**config.mk**
```make
export PLATFORM = sky130hd
export DESIGN_NAME = m68k_bus_ctrl_flat
export DESIGN_NICKNAME = d
export VERILOG_FILES = /design/src/rtl/m68k_bus_ctrl_if.sv /design/src/rtl/m68k_bus_ctrl.sv /design/src/flat_wrapper.sv
export SDC_FILE = /design/constraint.sdc
export NUM_CORES = 1
export LEC_CHECK = 0
export BUFFER_PORTS_ARGS = -buffer_cell sky130_fd_sc_hd__buf_2
export CAP_MARGIN = 20
export CORE_ASPECT_RATIO = 1.4
export CORE_MARGIN = 2
export CORE_UTILIZATION = 50
export DETAILED_ROUTE_END_ITERATION = 10
export PLACE_DENSITY = 0.84
export REMOVE_ABC_BUFFERS = 1
export SLEW_MARGIN = 20
export SYNTH_ARGS = -nofsm -noshare
export SYNTH_HDL_FRONTEND = slang
export SYNTH_SLANG_ARGS = --single-unit
```
**constraint.sdc**
```tcl
create_clock -name clk12 -period 3.15 [get_ports clk12]
set_input_delay 0.315 -clock clk12 [delete_from_list [all_inputs] [get_ports clk12]]
set_output_delay 0.315 -clock clk12 [all_outputs]
set_load 0.02 [all_outputs]
```
**src/rtl/m68k_bus_ctrl_if.sv**
```systemverilog
// Signal bundle between the 68000 pins, m68k_bus_ctrl and its on-board slaves.
// master = the bus controller's view, slave = the CPU pins plus the slave responder.
interface m68k_bus_ctrl_if #(
  parameter int ADDR_W = 23
);
  logic              as_n;
  logic              uds_n;
  logic              lds_n;
  logic              r_w_n;
  logic [ADDR_W-1:0] addr_in;
  logic [15:0]       data_in;
  logic              dtack_n;
  logic              berr_n;
  logic              dir;
  logic [15:0]       data_out;
  logic              req;
  logic [ADDR_W-1:0] req_addr;
  logic              req_we;
  logic [1:0]        req_be;
  logic [15:0]       req_wdata;
  logic              ack;
  logic [15:0]       rdata;

  modport master (
    input  as_n, uds_n, lds_n, r_w_n, addr_in, data_in, ack, rdata,
    output dtack_n, berr_n, dir, data_out, req, req_addr, req_we, req_be, req_wdata
  );

  modport slave (
    output as_n, uds_n, lds_n, r_w_n, addr_in, data_in, ack, rdata,
    input  dtack_n, berr_n, dir, data_out, req, req_addr, req_we, req_be, req_wdata
  );
endinterface

```
**src/rtl/m68k_bus_ctrl.sv**
```systemverilog
// 68000 asynchronous bus front end: strobe synchronisers, cycle FSM, req/ack slave port.
// Optional bus-error timeout enabled by defining M68K_BUS_TIMEOUT_EN.
module m68k_bus_ctrl #(
  parameter int ADDR_W         = 23,
  parameter int SYNC_STAGES    = 2,
  parameter int TIMEOUT_CYCLES = 64
) (
  input  logic            clk12,
  input  logic            rst,
  m68k_bus_ctrl_if.master bus
);
  typedef enum logic [2:0] {S_IDLE, S_WAIT_DS, S_REQ, S_DTACK, S_ERR} state_t;

  state_t            r_state, w_state_next;
  logic [3:0]        r_sync [SYNC_STAGES];
  logic              w_as, w_uds, w_lds, w_rw;
  logic              r_armed, w_armed_next;
  logic              r_req, w_req_next;
  logic              r_dtack_n, w_dtack_n_next;
  logic              r_dir, w_dir_next;
  logic [15:0]       r_data_out, w_data_out_next;
  logic [ADDR_W-1:0] r_req_addr, w_req_addr_next;
  logic              r_req_we, w_req_we_next;
  logic [1:0]        r_req_be, w_req_be_next;
  logic [15:0]       r_req_wdata, w_req_wdata_next;

`ifdef M68K_BUS_TIMEOUT_EN
  localparam int TMO_W = $clog2(TIMEOUT_CYCLES + 1);
  logic [TMO_W-1:0]  r_tmo, w_tmo_next;
  logic              r_berr_n, w_berr_n_next;
  logic              w_tmo_hit;
  assign w_tmo_hit = (r_tmo == TMO_W'(TIMEOUT_CYCLES - 1));
`endif

  // AS resets to "asserted" so a strobe already low at reset release can never arm a cycle.
  always_ff @(posedge clk12) begin
    if (rst) begin
      for (int i = 0; i < SYNC_STAGES; i++) r_sync[i] <= 4'b0111;
    end else begin
      r_sync[0] <= {bus.as_n, bus.uds_n, bus.lds_n, bus.r_w_n};
      for (int i = 1; i < SYNC_STAGES; i++) r_sync[i] <= r_sync[i-1];
    end
  end

  assign {w_as, w_uds, w_lds, w_rw} = r_sync[SYNC_STAGES-1];

  always_comb begin
    w_state_next     = r_state;
    w_armed_next     = r_armed | w_as;
    w_req_next       = r_req;
    w_dtack_n_next   = r_dtack_n;
    w_dir_next       = r_dir;
    w_data_out_next  = r_data_out;
    w_req_addr_next  = r_req_addr;
    w_req_we_next    = r_req_we;
    w_req_be_next    = r_req_be;
    w_req_wdata_next = r_req_wdata;
`ifdef M68K_BUS_TIMEOUT_EN
    w_tmo_next       = r_tmo;
    w_berr_n_next    = r_berr_n;
`endif
    case (r_state)
      S_IDLE: begin
        if (!w_as && r_armed) begin
          w_state_next = S_WAIT_DS;
          w_armed_next = 1'b0;
        end
      end
      S_WAIT_DS: begin
        if (w_as) begin
          w_state_next = S_IDLE;
        end else if (!w_uds || !w_lds) begin
          w_req_addr_next  = bus.addr_in;
          w_req_we_next    = ~w_rw;
          w_req_be_next    = {~w_uds, ~w_lds};
          w_req_wdata_next = bus.data_in;
          w_req_next       = 1'b1;
`ifdef M68K_BUS_TIMEOUT_EN
          w_tmo_next       = '0;
`endif
          w_state_next     = S_REQ;
        end
      end
      S_REQ: begin
        // A CPU that has already ended the cycle must not see a late DTACK.
        if (w_as) begin
          w_req_next   = 1'b0;
          w_state_next = S_IDLE;
        end else if (bus.ack) begin
          w_data_out_next = bus.rdata;
          w_req_next      = 1'b0;
          w_dtack_n_next  = 1'b0;
          w_dir_next      = ~r_req_we;
          w_state_next    = S_DTACK;
        end
`ifdef M68K_BUS_TIMEOUT_EN
        else if (w_tmo_hit) begin
          w_req_next    = 1'b0;
          w_berr_n_next = 1'b0;
          w_state_next  = S_ERR;
        end else begin
          w_tmo_next = r_tmo + 1'b1;
        end
`endif
      end
      S_DTACK: begin
        if (w_as) begin
          w_dtack_n_next = 1'b1;
          w_dir_next     = 1'b0;
          w_state_next   = S_IDLE;
        end
      end
`ifdef M68K_BUS_TIMEOUT_EN
      S_ERR: begin
        if (w_as) begin
          w_berr_n_next = 1'b1;
          w_state_next  = S_IDLE;
        end
      end
`endif
      default: w_state_next = S_IDLE;
    endcase
  end

  always_ff @(posedge clk12) begin
    if (rst) begin
      r_state     <= S_IDLE;
      r_armed     <= 1'b0;
      r_req       <= 1'b0;
      r_dtack_n   <= 1'b1;
      r_dir       <= 1'b0;
      r_data_out  <= '0;
      r_req_addr  <= '0;
      r_req_we    <= 1'b0;
      r_req_be    <= '0;
      r_req_wdata <= '0;
`ifdef M68K_BUS_TIMEOUT_EN
      r_tmo       <= '0;
      r_berr_n    <= 1'b1;
`endif
    end else begin
      r_state     <= w_state_next;
      r_armed     <= w_armed_next;
      r_req       <= w_req_next;
      r_dtack_n   <= w_dtack_n_next;
      r_dir       <= w_dir_next;
      r_data_out  <= w_data_out_next;
      r_req_addr  <= w_req_addr_next;
      r_req_we    <= w_req_we_next;
      r_req_be    <= w_req_be_next;
      r_req_wdata <= w_req_wdata_next;
`ifdef M68K_BUS_TIMEOUT_EN
      r_tmo       <= w_tmo_next;
      r_berr_n    <= w_berr_n_next;
`endif
    end
  end

  assign bus.dtack_n   = r_dtack_n;
  assign bus.dir       = r_dir;
  assign bus.data_out  = r_data_out;
  assign bus.req       = r_req;
  assign bus.req_addr  = r_req_addr;
  assign bus.req_we    = r_req_we;
  assign bus.req_be    = r_req_be;
  assign bus.req_wdata = r_req_wdata;
`ifdef M68K_BUS_TIMEOUT_EN
  assign bus.berr_n    = r_berr_n;
`else
  assign bus.berr_n    = 1'b1;
`endif
endmodule

```
**src/flat_wrapper.sv**
```systemverilog
// flat-port wrapper written by rule: the top's interface ports become plain ports
module m68k_bus_ctrl_flat 
#(
  parameter int ADDR_W         = 23,
  parameter int SYNC_STAGES    = 2,
  parameter int TIMEOUT_CYCLES = 64
)
  (clk12, rst, bus_as_n, bus_uds_n, bus_lds_n, bus_r_w_n, bus_addr_in, bus_data_in, bus_ack, bus_rdata, bus_dtack_n, bus_berr_n, bus_dir, bus_data_out, bus_req, bus_req_addr, bus_req_we, bus_req_be, bus_req_wdata);
  m68k_bus_ctrl_if #(.ADDR_W(ADDR_W)) bus_i ();
  input  logic clk12;
  input  logic rst;
  input wire logic [$bits(bus_i.as_n)-1:0] bus_as_n;
  input wire logic [$bits(bus_i.uds_n)-1:0] bus_uds_n;
  input wire logic [$bits(bus_i.lds_n)-1:0] bus_lds_n;
  input wire logic [$bits(bus_i.r_w_n)-1:0] bus_r_w_n;
  input wire logic [$bits(bus_i.addr_in)-1:0] bus_addr_in;
  input wire logic [$bits(bus_i.data_in)-1:0] bus_data_in;
  input wire logic [$bits(bus_i.ack)-1:0] bus_ack;
  input wire logic [$bits(bus_i.rdata)-1:0] bus_rdata;
  output wire logic [$bits(bus_i.dtack_n)-1:0] bus_dtack_n;
  output wire logic [$bits(bus_i.berr_n)-1:0] bus_berr_n;
  output wire logic [$bits(bus_i.dir)-1:0] bus_dir;
  output wire logic [$bits(bus_i.data_out)-1:0] bus_data_out;
  output wire logic [$bits(bus_i.req)-1:0] bus_req;
  output wire logic [$bits(bus_i.req_addr)-1:0] bus_req_addr;
  output wire logic [$bits(bus_i.req_we)-1:0] bus_req_we;
  output wire logic [$bits(bus_i.req_be)-1:0] bus_req_be;
  output wire logic [$bits(bus_i.req_wdata)-1:0] bus_req_wdata;
  assign bus_i.as_n = bus_as_n;
  assign bus_i.uds_n = bus_uds_n;
  assign bus_i.lds_n = bus_lds_n;
  assign bus_i.r_w_n = bus_r_w_n;
  assign bus_i.addr_in = bus_addr_in;
  assign bus_i.data_in = bus_data_in;
  assign bus_i.ack = bus_ack;
  assign bus_i.rdata = bus_rdata;
  assign bus_dtack_n = bus_i.dtack_n;
  assign bus_berr_n = bus_i.berr_n;
  assign bus_dir = bus_i.dir;
  assign bus_data_out = bus_i.data_out;
  assign bus_req = bus_i.req;
  assign bus_req_addr = bus_i.req_addr;
  assign bus_req_we = bus_i.req_we;
  assign bus_req_be = bus_i.req_be;
  assign bus_req_wdata = bus_i.req_wdata;
  m68k_bus_ctrl #(.ADDR_W(ADDR_W), .SYNC_STAGES(SYNC_STAGES), .TIMEOUT_CYCLES(TIMEOUT_CYCLES)) u_core (.clk12(clk12), .rst(rst), .bus(bus_i));
endmodule
```
After elaboration in Yosys (flattened, before gate mapping) --
Memories as Yosys holds them, arrays and structs flattened. Cells that the tools add are included.
Word-level totals: register bits 65, RAM bits 8, output and inout port bits 62, memories 1
Memories:
- u_core.r_sync | depth 2, width 4, rd ports 2, clocked after memory_dff 0, wr ports 2, line m68k_bus_ctrl.sv:15 | logic [3:0] r_sync [SYNC_STAGES];
Operators by class: eq/ne operators 11, multiplexer cells 26, bitwise gates (word level) 8, reductions and logical operators 13
Operator list (number):
- 3-bit two-way mux | 6
- 1-bit two-way mux | 14
- 3-bit case mux with 4 select lines | 1
- 4-bit AND reduction | 3
- 4-bit two-way mux | 2
- 3-bit by 2-bit == test with 1-bit output, second input constant | 2
- 2-bit by 1-bit != test with 1-bit output, second input constant | 3
- 2-bit != test, second input constant | 3
- 1-bit case mux with 2 select lines | 3
- 3-bit AND reduction | 2
- 1-bit inverter | 5
- 2-bit nonzero test | 2
- 3-bit by 1-bit == test with 1-bit output, second input constant | 1
- 1-bit zero test | 3
- 3-bit zero test | 1
- 3-bit by 1-bit != test with 1-bit output, second input constant | 1
- 3-bit by 2-bit != test with 1-bit output, second input constant | 1
- 1-bit bitwise OR | 3
- 1-bit logical AND | 1
- 1-bit logical OR | 1

Longest topological paths before layout --
Gate-level depths: netlist of run 1. An unclocked memory read counts as a cell.
word-level depth 6, depth in mapped cells 8, mapped depth without buffers 6

Worst setup path after synthesis of run 1 --
OpenSTA, ideal clock, no wires.
kind reg-to-reg, start reg u_core.r_state[1], end reg u_core.r_req_addr[10], in the netlist u_core.bus.req_addr[10], library setup time 0.132 ns, data arrival time 1.243 ns, data required time 3.018 ns, path slack 1.775 ns, stages on the path, launching flop included 9, buffers on the path 2, cell sequence dfxtp_1 > inv_1 > ha_1 > nor2b_2 > nand2_1 > buf_6 > buf_6 > nand2_1 > a21oi_1
On the way: cells in the longest elaborated chain, start to end 2
RTL lines:
- start: declaration | line m68k_bus_ctrl.sv:14 | state_t r_state, w_state_next;
- start signal: assignment | line m68k_bus_ctrl.sv:142 | r_state <= w_state_next;
- 3-bit by 1-bit == test with 1-bit output | line m68k_bus_ctrl.sv:62 | case (r_state)
- 3-bit AND reduction (no line)
- end signal: assignment | line m68k_bus_ctrl.sv:148 | r_req_addr <= w_req_addr_next;
- end: declaration | line m68k_bus_ctrl.sv:22 | logic [ADDR_W-1:0] r_req_addr, w_req_addr_next;
No other way between the ends. A chain may end at the register's enable or synchronous reset.

Worst setup path after layout of run 1 --
start reg u_core.r_state[1], end reg u_core.r_req_we, in the netlist u_core.bus.req_we
On the way: cells in the longest elaborated chain, start to end 2
RTL lines:
- 3-bit by 1-bit == test with 1-bit output | line m68k_bus_ctrl.sv:62
- 3-bit AND reduction (no line)
- end signal: assignment | line m68k_bus_ctrl.sv:149 | r_req_we <= w_req_we_next;
- end: declaration | line m68k_bus_ctrl.sv:23 | logic r_req_we, w_req_we_next;
No other way between the ends.

==> results of run 1 <==
-- per-stage QoR --
step	worst slack [ns]	cell area, um^2	util	instances
after floorplan	1.42	2530	-	297
after global placement	1.30	3240	0.629	487
after detailed placement	1.22	3240	0.629	487
after CTS	1.19	3450	0.670	503
after global routing	1.02	3450	0.670	503
final	1.25	3450	0.670	503
-- layer usage --
metal / wire (um) / track usage
met1: 2340 / 0.222
met3: 420 / 0.0549
met2: 2960 / 0.357
met4: 106 / 0.0969
met5: 0 / 0
-- critical path: cells and delay by family, from the launching register on --
kind            cells  cell delay (ns)
compound gates      2             0.98
flops               1             0.33
fa+ha+maj           1             0.23
simple gates        2             0.17
buf+inv             1             0.10
-- kinds of logic after synthesis --
kind of cell	Yosys count	synth area share
adders and majority gates	4	0.0186
AOI/OAI and AO/OA	73	0.156
other	1	0.00140
and+or+nand+nor	140	0.219
DFF	72	0.537
buffers and inverters	27	0.0643
muxes	1	0.00373
-- report_power, final --
part | internal, mW | switching (mW)
clock network | 0.443 | 0.317
logic | 0.127 | 0.194
registers | 0.959 | 0.0279
-- layout by cell type (no fill, tap or decap), types with 2 or more instances in the layout --
cell,instances
nand3_1,2
buf_4,2
nand2_1,116
ha_1,4
bufinv_16,2
clkinv_2,3
inv_1,5
dfxtp_1,72
or2_2,6
nor2b_1,3
nor2_1,4
clkbuf_8,9
a211o_1,2
a211oi_1,2
nand2b_1,4
buf_2,122
a21oi_1,61
-- worst paths after layout --
path,start,end,slack [ns],depth (start not counted)
hold reg to reg,u_core.r_sync[0][1],u_core.r_sync[0][5],0.41,1
hold / removal,bus_uds_n,u_core.r_sync[0][2],0.16,2
setup / recovery,u_core.r_state[1],u_core.bus.req_we,1.25,6
setup reg to reg,u_core.r_state[1],u_core.bus.req_we,1.25,6
-- area by class of cell --
class | count | area, um^2
fillers | 440 | 1700
flip-flops and latches | 72 | 1440
multi-input cells | 219 | 1070
repair buffers | 124 | 626
clock buffers | 10 | 128
clock inverters | 6 | 83.8
well taps | 66 | 82.6
inverters | 6 | 22.5
-- sequential cells by signal, summed over array words and instances (netlist names), 2 cells and up --
name,count
u_core.bus.req_wdata,16
u_core.r_state,2
u_core.r_sync,8
u_core.bus.req_be,2
u_core.bus.data_out,16
u_core.bus.req_addr,23
==> flow_metrics.env, run 1 <==
export IMPL_cts_root_buffer="clkbuf_8"
export IMPL_synth_edff_count=0
export IMPL_hp_class="in2reg"
export IMPL_max_slew_margin=0.340
export IMPL_drive_gt1_frac=0.348
export IMPL_grt_pass1_vias=2297
export IMPL_io_pins=124
export IMPL_yosysMostFrequentCell="nand2_1"
export IMPL_post_route_period_util=0.604
export IMPL_max_stage_delay_ns=0.74
export IMPL_synthDistinctLibCells=32
export IMPL_status="finished, final reports clean"
export IMPL_area_growth_pct=28.7
export IMPL_cts_clk_slew_worst_paths_ns=0.07
export IMPL_via_per_inst=4.82
export IMPL_worstMarginPinSlew_ns=0.988
export IMPL_p_leak_nw=1.54
export IMPL_avgSynthCellArea_um2=8.44
export IMPL_rsz0062_at_grt="no"
export IMPL_core_um2=5160
export IMPL_endpoint_kind="flop"
export IMPL_clk_path_buf_depth=2
export IMPL_firstDrtPassIters=4
export IMPL_drt_iter0_markers=72
export IMPL_final_nets=498
export IMPL_critPathSlowestCell="a21oi_4"
export IMPL_path_class="reg2reg"
export IMPL_crit_path_cell_trace="inv_1, ha_1, nand2b_4, a21oi_4, nor2_1, a211oi_1"
export IMPL_hpwl_um=4190
export IMPL_routedWlPerCell_um=11.6
export IMPL_netlist_area_leader_share=0.537
export IMPL_setup_viol_count_final=0
export IMPL_holdWs_ns=0.161
export IMPL_grt_max_degree=42
export IMPL_max_freq_mhz=525
export IMPL_rows=31
export IMPL_start_util=0.520
export IMPL_irDropWorstVdd_uv=543
export IMPL_crit_required_ns=3.39
export IMPL_ys_async_sr_fraction=0
export IMPL_ctsHtreeMaxLevel=3
export IMPL_ys_top_cells_by_count="116 x nand2_1, 72 x dfxtp_1, 61 x a21oi_1"
export IMPL_yosysSeqAreaShare=0.537
export IMPL_cap_violations=0
export IMPL_cts_tree="yes"
export IMPL_finalPower_mw=2.07
export IMPL_slew_viol_final=0
export IMPL_antenna_left=0
export IMPL_portBuffers=122
export IMPL_antenna_found_initial=0
export IMPL_grt_usage=0.204
export IMPL_critPathLaunchType="flop"
export IMPL_yosys_warnings=0
export IMPL_syn_cell_area_um2=2690
export IMPL_cts_resized=0
export IMPL_grt_overflow_total=0
export IMPL_clock_latency_ns=0.34
export IMPL_synthCells=318
export IMPL_routed_wl_um=5830
export IMPL_ys_ff_latch=72
export IMPL_cts_sinks=72
export IMPL_postCtsSetupRepairBufs=0
export IMPL_hold_viol=0
export IMPL_setup_tns_final_ns=0
export IMPL_grt_pass1_wl_um=9640
export IMPL_clock_skew_ns=0.00716
export IMPL_critPathMaxFanout=41
export IMPL_place_congestion=0.736
export IMPL_yosys_most_used_dff="dfxtp_1"
export IMPL_die_area_um2=5980
export IMPL_synth_area_leaders="dfxtp_1 54%, nand2_1 16%, a21oi_1 11%, buf_6 3.4%, ha_1 1.9%"
export IMPL_cts_hold_fix_buffers=0
export IMPL_cts_buffers_inserted=9
export IMPL_powerDensity_nw_per_um2=599
export IMPL_yosys_area_top_type="dfxtp_1"
export IMPL_fin_crit_ns=1.90
export IMPL_route_detailed_drc=0
export IMPL_dieHeight_um=90.7
export IMPL_die_x_um=65.9
export IMPL_cp_arrival_ns=2.15
export IMPL_vias=2426
export IMPL_antenna_diode_count=0
Power figures use the tool's default switching activity.
==> inputs of run 2 (changes only) <==
--- a/config.mk
+++ b/config.mk
@@ -9,9 +9,9 @@
 export CAP_MARGIN = 20
 export CORE_ASPECT_RATIO = 1.4
 export CORE_MARGIN = 2
-export CORE_UTILIZATION = 50
+export CORE_UTILIZATION = 42
 export DETAILED_ROUTE_END_ITERATION = 10
-export PLACE_DENSITY = 0.84
+export PLACE_DENSITY = 0.75
 export REMOVE_ABC_BUFFERS = 1
 export SLEW_MARGIN = 20
 export SYNTH_ARGS = -nofsm -noshare
==> constraint.sdc (replaced) <==
create_clock -name clk12 -period 1.75 [get_ports clk12]
set_input_delay 0.175 -clock clk12 [delete_from_list [all_inputs] [get_ports clk12]]
set_output_delay 0.175 -clock clk12 [all_outputs]
set_load 0.02 [all_outputs]
==> run 2 against run 1 <==
Net effect:
- sequential power is 80% higher
- utilization is 9.8 points lower
- first-iteration DRC count is 19% lower
- largest cell class unchanged
- largest power group unchanged
==> flow_metrics.env, run 2 (synthesis gave the netlist of run 1 again) <==
export IMPL_antenna_left=0
export IMPL_utilization=0.572
export IMPL_post_route_period_util=0.867
export IMPL_grt_pass1_wl_um=9650
export IMPL_seqCellArea_um2=1440
export IMPL_fill_cells=608
export IMPL_die_area_um2=7060
export IMPL_clock_skew_ns=0.00850
export IMPL_cp_arrival_ns=1.77
export IMPL_rsz0062_at_grt="no"
export IMPL_clock_latency_ns=0.33
export IMPL_vias=2436
export IMPL_area_growth_pct=32.2
export IMPL_slew_viol_final=0
export IMPL_via_per_inst=4.72
export IMPL_cap_violations=0
export IMPL_finalPower_mw=3.85
export IMPL_place_congestion=0.841
export IMPL_critPathSlowestCell="dfxtp_1"
export IMPL_portBuffers=122
export IMPL_p_leak_nw=1.58
export IMPL_clk_path_buf_depth=2
export IMPL_core_um2=6210
export IMPL_endpoint_kind="flop"
export IMPL_final_cell_mix="122 x buf_2, 116 x nand2_1, 72 x dfxtp_1, 61 x a21oi_1, 11 x clkbuf_8"
export IMPL_hold_viol=0
export IMPL_place_area_um2=3310
export IMPL_grt_max_degree=47
export IMPL_grt_overflow_total=0
export IMPL_dp_slack_ns=0.239
export IMPL_die_x_um=71.6
export IMPL_dieHeight_um=98.6
export IMPL_drt_iter0_markers=58
export IMPL_largest_reg_flops=23
export IMPL_hp_class="in2reg"
export IMPL_routed_wl_um=5850
export IMPL_setup_slack_ns=0.233
export IMPL_drive_gt1_frac=0.356
export IMPL_ctsHtreeMaxLevel=3
export IMPL_cts_buffers_inserted=9
export IMPL_cp_num_buf_inv=2
export IMPL_setup_viol_count_final=0
export IMPL_multiInputGateArea_um2=1070
export IMPL_cts_tree="yes"
export IMPL_hpwl_um=4310
export IMPL_crit_required_ns=2.01
export IMPL_cts_root_buffer="clkbuf_8"
export IMPL_cts_sinks=72
export IMPL_grt_pass1_vias=2281
export IMPL_critPathMaxFanout=23
export IMPL_max_stage_delay_ns=0.36
export IMPL_start_util=0.432
export IMPL_final_common_cell="buf_2"
export IMPL_firstDrtPassIters=4
export IMPL_final_nets=505
export IMPL_status="finished, final reports clean"
export IMPL_path_class="reg2reg"
export IMPL_irDropWorstVdd_uv=575
export IMPL_critPathLaunchType="flop"
export IMPL_rows=34
export IMPL_io_pins=124
export IMPL_antenna_diode_count=0
export IMPL_crit_path_cell_trace="inv_1, ha_1, nor2b_2, nand2_1, buf_4, nand2_1, a21oi_1"
export IMPL_powerDensity_nw_per_um2=1080
export IMPL_antenna_found_initial=0
export IMPL_routedWlPerCell_um=11.3
export IMPL_route_detailed_drc=0
export IMPL_grt_usage=0.170
export IMPL_cts_clk_slew_worst_paths_ns=0.08
export IMPL_setup_tns_final_ns=0
export IMPL_critPathMostFrequentCell="nand2_1"
export IMPL_critPathTopFamily="simple AND/OR/NAND/NOR gates"
export IMPL_max_freq_mhz=659
export IMPL_fin_crit_ns=1.52
export IMPL_finish_instance_area_um2=3550
run 2: metal layers:
layer / wire length [um] / global-route usage / up-vias / share of wire
met5: 0 / 0 / - / 0
met4: 60 / 0.0711 / 0 / 0.010
met3: 409 / 0.0481 / 7 / 0.070
met2: 3020 / 0.298 / 83 / 0.52
met1: 2360 / 0.189 / 1075 / 0.40
li1: - / - / 1271 / -
run 2: area by class of cell:
type / count / area share
clock buffers: 12 / 0.0437
clock inverters: 4 / 0.0215
inverters: 6 / 0.00634
multi-input cells: 219 / 0.302
flip-flops and latches: 72 / 0.406
well taps: 72 / 0.0254
repair buffers: 131 / 0.195
run 2: path summary, 6_finish.rpt:
path                  startpoint  slack [ns]                 endpoint  depth (start not counted)
max            u_core.r_state[1]        0.23  u_core.bus.req_addr[20]                          7
min                    bus_uds_n        0.03      u_core.r_sync[0][2]                          2
max reg2reg    u_core.r_state[1]        0.23  u_core.bus.req_addr[20]                          7
min reg2reg  u_core.r_sync[0][1]        0.41      u_core.r_sync[0][5]                          1
run 2: stage by stage:
| stage | std cells | hold WS, ns |
|---|---|---|
| after detailed placement | 499 | 0.361 |
| after floorplan | 297 | 0.244 |
| final | 516 | 0.0321 |
| after CTS | 516 | 0.0119 |
| after global routing | 516 | 0.00989 |
| after global placement | 499 | 0.360 |
run 2: where the power goes:
part	internal, mW	leakage [nW]	switching [mW]
combinational	0.244	0.888	0.354
sequential	1.73	0.583	0.0503
clock	0.884	0.113	0.589
total	2.85	1.58	0.993
run 2: repair_timing:
action / in CTS / in global routing
hold buffers: 1 / 0
gates resized for setup: 0 / 0
buffers inserted: 0 / 0
hold endpoints to repair: 1 / 0
